**config.mk**
```make
export PLATFORM = sky130hd
export DESIGN_NAME = tile_flip_ctrl
export DESIGN_NICKNAME = d
export VERILOG_FILES = /design/src/rtl/vga_pkg.sv /design/src/rtl/tile_hit.sv /design/src/rtl/tile_flip_ctrl.sv
export SDC_FILE = /design/constraint.sdc
export NUM_CORES = 1
export LEC_CHECK = 0
export CAP_MARGIN = 10
export CORE_MARGIN = 8
export CORE_UTILIZATION = 37
export DETAILED_ROUTE_END_ITERATION = 8
export PLACE_DENSITY_LB_ADDON = 0.05
export RECOVER_POWER = 50
export SYNTH_ARGS = -nofsm -noshare
export SYNTH_HDL_FRONTEND = slang
export SYNTH_SLANG_ARGS = --single-unit
```
**constraint.sdc**
```tcl
create_clock -name clk -period 2.6 [get_ports clk]
set_input_delay 0.26 -clock clk [delete_from_list [all_inputs] [get_ports clk]]
set_output_delay 0.26 -clock clk [all_outputs]
set_load 0.03 [all_outputs]
```
**src/rtl/vga_pkg.sv**
```systemverilog
// Purpose: shared constants, FSM encoding and helpers for the tile flip controller.
// Latency: n/a (declarations only).
// Backpressure: n/a (no flow control in this package).
package vga_pkg;

  // Tile geometry. The tile spans TILE_X..TILE_X+A_side inclusive, and likewise in Y.
  localparam int A_side  = 128;
  localparam int B_side  = 128;
  localparam int N_TILES = 4;

  // Twelve-bit copies of the tile sides, so bound arithmetic stays at port width.
  localparam logic [11:0] TILE_W = 12'(A_side);
  localparam logic [11:0] TILE_H = 12'(B_side);

  localparam logic [11:0] TILE_X [N_TILES] = '{12'd64, 12'd256, 12'd448, 12'd640};
  localparam logic [11:0] TILE_Y [N_TILES] = '{12'd200, 12'd200, 12'd200, 12'd200};

  // Upper limit on the number of tiles that may be face-up at once.
  localparam logic [2:0] MAX_UP = 3'd2;

  // Click FSM: wait for a press, track the held button, resolve the flip.
  typedef enum logic [1:0] {
    ST_IDLE   = 2'd0,
    ST_HELD   = 2'd1,
    ST_COMMIT = 2'd2
  } flip_state_e;

  // Population count of the face-up mask.
  function automatic logic [2:0] count_up(input logic [3:0] f);
    count_up = 3'(f[0]) + 3'(f[1]) + 3'(f[2]) + 3'(f[3]);
  endfunction

endpackage

```
**src/rtl/tile_hit.sv**
```systemverilog
// Purpose: combinational hit test of a position against the four tiles, lowest index wins.
// Latency: 0 cycles (pure combinational).
// Backpressure: none; the result is valid whenever the position inputs are.
module tile_hit
  import vga_pkg::*;
(
  input  logic [11:0] pos_x_i,
  input  logic [11:0] pos_y_i,
  output logic        hit_o,
  output logic [1:0]  idx_o
);

  // Scan from the highest index down, so a lower-index tile overrides on overlap.
  always_comb begin
    hit_o = 1'b0;
    idx_o = 2'd0;
    for (int k = N_TILES - 1; k >= 0; k--) begin
      if ((pos_x_i >= TILE_X[k]) && (pos_x_i <= TILE_X[k] + TILE_W) &&
          (pos_y_i >= TILE_Y[k]) && (pos_y_i <= TILE_Y[k] + TILE_H)) begin
        hit_o = 1'b1;
        idx_o = 2'(k);
      end
    end
  end

endmodule

```
**src/rtl/tile_flip_ctrl.sv**
```systemverilog
// Purpose: mouse click-to-flip controller for four tiles, plus per-pixel picture/background select.
// Latency: flip/reject strobe and face_up update 1 cycle after COMMIT; rgb_out 1 cycle after hcount/vcount.
// Backpressure: none; presses that arrive while a click is in flight are dropped, not queued.
module tile_flip_ctrl
  import vga_pkg::*;
(
  input  logic        clk,
  input  logic        rst_n,
  input  logic        mouse_left,
  input  logic [11:0] xpos,
  input  logic [11:0] ypos,
  input  logic [10:0] hcount,
  input  logic [10:0] vcount,
  input  logic [11:0] rgb_image,
  input  logic [11:0] rgb_bg,
  output logic [11:0] rgb_out,
  output logic [3:0]  face_up,
  output logic [2:0]  up_count,
  output logic        flip_pulse,
  output logic        reject_pulse
);

  // Registered state.
  flip_state_e state_q, state_d;
  logic [1:0]  idx_q, idx_d;
  logic [3:0]  face_up_q, face_up_d;
  logic [2:0]  up_count_q, up_count_d;
  logic        flip_q, flip_d;
  logic        reject_q, reject_d;
  logic [11:0] rgb_q, rgb_d;
  logic        mouse_q;
  logic        armed_q, armed_d;

  // Hit test results for the cursor and the current pixel.
  logic        cur_hit, pix_hit;
  logic [1:0]  cur_idx, pix_idx;
  logic        press;

  tile_hit u_cursor_hit (
    .pos_x_i (xpos),
    .pos_y_i (ypos),
    .hit_o   (cur_hit),
    .idx_o   (cur_idx)
  );

  tile_hit u_pixel_hit (
    .pos_x_i ({1'b0, hcount}),
    .pos_y_i ({1'b0, vcount}),
    .hit_o   (pix_hit),
    .idx_o   (pix_idx)
  );

  // A button held across reset must be seen released once before any edge counts.
  // armed_q stays low until the first low level after reset, then sticks high.
  assign armed_d = armed_q | ~mouse_left;
  assign press   = mouse_left & ~mouse_q & armed_q;

  // Button history: previous level for edge detection and the post-reset arm flag.
  always_ff @(posedge clk or negedge rst_n) begin
    if (!rst_n) begin
      mouse_q <= 1'b0;
      armed_q <= 1'b0;
    end else begin
      mouse_q <= mouse_left;
      armed_q <= armed_d;
    end
  end

  // Click FSM next state, latched tile, face-up update and event strobes.
  always_comb begin
    state_d   = state_q;
    idx_d     = idx_q;
    face_up_d = face_up_q;
    flip_d    = 1'b0;
    reject_d  = 1'b0;
    case (state_q)
      ST_IDLE: begin
        // A press outside every tile is simply dropped.
        if (press && cur_hit) begin
          idx_d   = cur_idx;
          state_d = ST_HELD;
        end
      end
      ST_HELD: begin
        // The click only counts if the button is released over the same tile.
        if (!mouse_left) begin
          if (cur_hit && (cur_idx == idx_q)) begin
            state_d = ST_COMMIT;
          end else begin
            state_d = ST_IDLE;
          end
        end
      end
      ST_COMMIT: begin
        // Turning a tile down is always allowed; turning one up is capped at MAX_UP.
        if (face_up_q[idx_q]) begin
          face_up_d[idx_q] = 1'b0;
          flip_d           = 1'b1;
        end else if (up_count_q < MAX_UP) begin
          face_up_d[idx_q] = 1'b1;
          flip_d           = 1'b1;
        end else begin
          reject_d = 1'b1;
        end
        state_d = ST_IDLE;
      end
      default: begin
        state_d = ST_IDLE;
      end
    endcase
  end

  // The count tracks the mask it is registered alongside, so both change on the same edge.
  assign up_count_d = count_up(face_up_d);

  // Pixel select uses the face-up mask as registered in this cycle.
  assign rgb_d = (pix_hit && face_up_q[pix_idx]) ? rgb_image : rgb_bg;

  // FSM, tile state and strobe registers.
  always_ff @(posedge clk or negedge rst_n) begin
    if (!rst_n) begin
      state_q    <= ST_IDLE;
      idx_q      <= 2'd0;
      face_up_q  <= 4'd0;
      up_count_q <= 3'd0;
      flip_q     <= 1'b0;
      reject_q   <= 1'b0;
    end else begin
      state_q    <= state_d;
      idx_q      <= idx_d;
      face_up_q  <= face_up_d;
      up_count_q <= up_count_d;
      flip_q     <= flip_d;
      reject_q   <= reject_d;
    end
  end

  // Output pixel register.
  always_ff @(posedge clk or negedge rst_n) begin
    if (!rst_n) begin
      rgb_q <= 12'd0;
    end else begin
      rgb_q <= rgb_d;
    end
  end

  assign rgb_out      = rgb_q;
  assign face_up      = face_up_q;
  assign up_count     = up_count_q;
  assign flip_pulse   = flip_q;
  assign reject_pulse = reject_q;

endmodule

```
==> results of run 1 <==
[report_power, final]
part	switching, µW	total, µW	internal (µW)
clock network	125	235	110
registers	3.74	434	431
logic	80.3	223	142
[cell families after synthesis]
family                     after synthesis  share of synthesized area [%]
muxes                                   15                           14.1
buffers and inverters                   10                           2.93
adders and majority gates                4                           3.58
DFF                                     27                           43.9
and+or+nand+nor                         59                           20.3
xor gates and xnor gates                 1                          0.570
AOI/OAI and AO/OA                       31                           14.6
[synthesized netlist by cell type, types with 3 or more instances]
library cell | instances | share of area, %
dfrtp_1 | 27 | 44
nand3_1 | 5 | 1.6
o21ai_0 | 5 | 1.6
nand2_1 | 9 | 2.2
nand2b_1 | 5 | 2.0
nor2_1 | 16 | 3.9
mux2_2 | 3 | 2.2
a21oi_1 | 5 | 1.6
inv_1 | 3 | 0.73
clkbuf_1 | 6 | 1.5
nor3_1 | 6 | 2.0
nor4_1 | 5 | 2.0
mux2_4 | 10 | 9.8
[per-layer routing]
metal,global-route usage (%),wire length (µm),up-vias
li1,-,-,736
met1,12.9,1530,686
met2,22.9,2110,62
met3,8.59,647,5
met4,4.36,51,0
met5,0,0,-
[critical path: cells and delay by family]
kind,cells,cell delay (ns)
buffers and inverters,2,0.57
and+or+nand+nor,3,0.52
AOI/OAI and AO/OA,2,0.87
muxes,1,0.30
[final timing paths]
kind	end	slack, ns	depth (start not counted)
worst min-delay path	armed_q$_DFF_PN0_	0.48	1
max in group asynchronous	face_up[3]$_DFF_PN0_	0.95	2
worst min register to register	armed_q$_DFF_PN0_	0.48	1
worst max register to register	up_count[1]$_DFF_PN0_	0.42	7
worst max-delay path	rgb_out[5]$_DFF_PN0_	0.25	8
min in group asynchronous	armed_q$_DFF_PN0_	0.83	2
[layout make-up]
cell class	count	area [µm²]	share of cell area, %
Sequential cell	27	676	26.1
Tap cell	50	62.6	2.42
Inverter	3	11.3	0.435
Clock buffer	4	45.0	1.74
Multi-Input combinational cell	110	817	31.6
Timing Repair Buffer	98	977	37.7
[layout by cell type, fill, tap and decap left out, types with 4 or more instances in the layout]
cell / Yosys / routed
nand2b_1: 5 / 5
nor3_1: 6 / 6
nand2_1: 9 / 9
nor4_1: 5 / 5
nor2_1: 16 / 16
o21ai_0: 5 / 5
dfrtp_1: 27 / 27
nand3_1: 5 / 5
dlygate4sd3_1: 0 / 4
clkdlybuf4s50_1: 0 / 89
a21oi_1: 5 / 5
mux2_4: 10 / 10
[state kept, by name (all words and copies together), names as in the netlist]
register      cells
face_up           4
mouse_q           1
flip_pulse        1
up_count          3
reject_pulse      1
idx_q             2
armed_q           1
state_q           2
rgb_out          12
[per-stage QoR]
| step | power, µW | instance area [µm²] | instances | setup WS [ns] | hold WS (ns) |
|---|---|---|---|---|---|
| 5_1_grt | 934 | 2590 | 292 | 0.0600 | 0.507 |
| 4_1_cts | 902 | 2590 | 292 | 0.223 | 0.359 |
| 2_1_floorplan | 514 | 1540 | 147 | 0.502 | -0.0356 |
| 6_report | 892 | 2590 | 292 | 0.248 | 0.477 |
| 3_3_place_gp | 662 | 2550 | 288 | 0.0325 | 0.449 |
| 3_5_place_dp | 669 | 2550 | 288 | -0.0558 | 0.453 |
==> impl_metrics.yaml, run 1 <==
routing:
  post_drt_wl_per_cell_um: 14.9
  dr_total_vias: 1489
  drt-pass1-iter-count: 4
  remaining_drc_errors: 0
  wl_um: 4340
  drt_iter0_drc: 77
  ant_nets: 0
  via_per_inst: 5.10
floorplanning:
  dieHeight_um: 80.5
  rows: 23
  die_x_um: 80.5
  coreArea_mm2: 0.00400
  ios: 94
  initial_core_util_pct: 38.4
  dieArea_mm2: 0.00647
global_routing:
  grt_usage_pct: 13.5
  antenna_found_initial: 0
  grt_pass1_vias: 1633
  grt_start_max_net_pins: 28
  overflow: 0
  grt_pass1_wl_um: 6980
run:
  drv_cap: 0
setup_path:
  critPathMaxStageDelay_ns: 0.44
  crit_fanout: 12
  worstSetupPathType: "in2reg"
  crit_path_start_kind: "input port"
  cpMostUsedCell: "nor4_1"
  worstPathArrival_ns: 2.51
  worstSetupStartpoint: "hcount[3]"
  r2r-start: "state_q[0]$_DFFE_PN0P_"
  cp_cell_sequence: "clkdlybuf4s50_1, nor4_1, nand2_1, a2111oi_0, nor4_1, a2111o_1, buf_12, mux2_4"
  worst_path_max_delay_cell: "a2111o_1"
  cp.required_ns: 2.76
  end_kind: "flop"
worst_hold_path:
  holdCritPathClass: "reg2reg"
  min_from: "armed_q$_DFF_PN0_"
clock_network:
  cts_tree: "done"
  cts_buffers: 3
  cts-root-buf: "clkbuf_8"
  postCtsSetupBuffers: 0
  clock-sinks: 27
  hold_buffers: 0
  clk_latency_ns: 0.27
  cts_resized: 0
  htree_levels: 1
  cts_buffer_depth: 2
  clkTransAtPathRegs_ns: 0.09
synth:
  yosysWarnings: 0
  async_reset_ff_share_pct: 100
  syn_inst: 147
  synth_seq_cells: 27
  syn_area_mm2: 0.00154
  synth.lib_cells_used.distinct: 46
  synth_nets: 223
  ys_seq_area_share_pct: 43.9
  synth_enable_flop_cells: 0
  avgSynthCellArea_um2: 10.5
  ys.flop_type: "dfrtp_1"
place:
  portBuffers: 93
  place_congestion: 0.729
  dp.final_hpwl_um: 3660
cells_and_area:
  diodes: 0
  drive_gt1_share_pct: 9.92
  layout-area-overhead-vs-synth_pct: 68.3
  final_util_pct: 64.7
  fill_cells: 328
  final_nets: 319
pwr:
  power.density_mw_per_mm2: 345
  leakage_uw: 0.00109
  vdd_drop_max_v: 0.000356
timing:
  period_share_pct: 90.5
  setup_viol_count_final: 0
  tightest_slew_ns: 1.41
  slew_violations: 0
  hold_viol: 0
  relSlewSlack_pct: 6.31
  clock_skew_ns: 0.00419
  max_clock_freq_mhz: 425
  setup_tns_ns: 0
  rsz0062_at_grt: "false"
  fin_crit_ns: 2.35
outcome:
  status: "finished, final reports clean"
No activity file was read; power rests on OpenSTA's default activity.
==> run 2: changes to the inputs <==
CORE_UTILIZATION = 38   (was 37)
CTS_BUF_LIST = sky130_fd_sc_hd__clkbuf_4 sky130_fd_sc_hd__clkbuf_8   (was unset)
==> run 2 against run 1 <==
Via count is 0.74% higher. Final area hardly changed. Final cell count stayed put. Sequential power hardly changed. Fmax is 0.63% higher. Sequential share of layout area hardly changed. Clock power is 2% lower. Global-route usage is 0.61 points higher. First-iteration DRC count is 21% lower.
==> impl_metrics.yaml, run 2 (synthesized netlist as in run 1, its figures left out) <==
outcome:
  status: "finished, final reports clean"
timing:
  clock_skew_ns: 0.00846
  slew_violations: 0
  relSlewSlack_pct: 3.93
  tightest_slew_ns: 1.44
  setup_tns_ns: 0
  fin_crit_ns: 2.34
  whs_ns: 0.472
  setup_viol_count_final: 0
  rsz0062_at_grt: "false"
  max_clock_freq_mhz: 428
  period_share_pct: 89.9
  hold_viol: 0
cells_and_area:
  layout-area-overhead-vs-synth_pct: 68.4
  regArea_um2: 676
  fill_cells: 323
  final_nets: 319
  layout_common_cells: "clkdlybuf4s50_1 (89), dfrtp_1 (27), nor2_1 (16), mux2_4 (10), nand2_1 (9)"
  stdcell_count: 292
  multiInputGateArea_um2: 817
  final_util_pct: 65.7
  final_common_cell: "clkdlybuf4s50_1"
  diodes: 0
  largest_register_ffs: 12
  drive_gt1_share_pct: 10.3
floorplanning:
  ios: 94
  dieArea_mm2: 0.00634
  dieHeight_um: 79.6
  rows: 23
  die_x_um: 79.6
  initial_core_util_pct: 39.0
  coreArea_mm2: 0.00394
clock_network:
  htree_levels: 1
  clock-sinks: 27
  cts_buffers: 3
  postCtsSetupBuffers: 0
  cts_tree: "done"
  cts_buffer_depth: 2
  clk_latency_ns: 0.27
  cts-root-buf: "clkbuf_8"
  cts_resized: 0
  hold_buffers: 0
  clkTransAtPathRegs_ns: 0.08
routing:
  drt_iter0_drc: 61
  drt-pass1-iter-count: 4
  remaining_drc_errors: 0
  dr_total_vias: 1500
  via_per_inst: 5.14
  wl_um: 4490
  ant_nets: 0
  post_drt_wl_per_cell_um: 15.4
pwr:
  power.total_uw: 890
  leakage_uw: 0.00109
  power.density_mw_per_mm2: 343
  vdd_drop_max_v: 0.000308
global_routing:
  grt_start_max_net_pins: 28
  grt_usage_pct: 14.1
  overflow: 0
  grt_pass1_wl_um: 7290
  antenna_found_initial: 0
  grt_pass1_vias: 1668
setup_path:
  crit_path_start_kind: "input port"
  path_buf_inv: 2
  end_kind: "flop"
  cpMostUsedCell: "nor4_1"
  crit_fanout: 12
  worstPathArrival_ns: 2.49
  r2r-start: "state_q[0]$_DFFE_PN0P_"
  cp.required_ns: 2.75
  worstSetupStartpoint: "hcount[3]"
  worstSetupPathType: "in2reg"
  cp_cell_sequence: "clkdlybuf4s50_1, nor4_1, nand2_1, a2111oi_0, nor4_1, a2111o_1, buf_12, mux2_4"
  critPathMaxStageDelay_ns: 0.44
  path_delay_family: "compound AO/OA/AOI/OAI gates"
  worst_path_max_delay_cell: "a2111o_1"
run:
  drv_cap: 0
place:
  place_inst: 288
  place_congestion: 0.755
  portBuffers: 93
  dp.final_hpwl_um: 3780
worst_hold_path:
  min_from: "armed_q$_DFF_PN0_"
  holdCritPathClass: "reg2reg"
[run 2: final timing paths]
path | slack (ns) | to | cells after the start
min | 0.47 | armed_q$_DFF_PN0_ | 1
min reg2reg | 0.47 | armed_q$_DFF_PN0_ | 1
min in group asynchronous | 0.86 | up_count[0]$_DFF_PN0_ | 2
max | 0.26 | rgb_out[7]$_DFF_PN0_ | 8
max in group asynchronous | 0.89 | idx_q[1]$_DFFE_PN0P_ | 2
max reg2reg | 0.45 | up_count[1]$_DFF_PN0_ | 7
[run 2: cell type report]
| cell class | instances | share of cell area (%) |
|---|---|---|
| tap | 50 | 2.42 |
| clock inverter | 1 | 0.193 |
| sequential | 27 | 26.1 |
| clock buffer | 3 | 1.59 |
| multi-input combinational | 110 | 31.5 |
| inverter | 3 | 0.435 |
| timing repair buffer | 98 | 37.7 |
[run 2: power breakdown]
group | total, µW | switching (µW) | internal (µW)
combinational | 224 | 81.3 | 142
sequential | 435 | 3.90 | 431
clock | 231 | 124 | 107
[run 2: per-layer routing]
metal	track usage (%)	part of all wire, %	vias to the layer above	routed length [µm]
met5	0	0	-	0
met4	4.44	1.2	0	53
met3	5.18	8.4	4	378
met2	25.2	52	52	2330
met1	14.8	38	701	1730
li1	-	-	743	-
[run 2: metrics by stage]
stage	cell area, µm²	worst slack (ns)
floorplan	1540	0.502
global placement	2550	-0.00800
detailed placement	2550	-0.0345
CTS	2590	0.234
global route	2590	0.0756
finish	2590	0.263
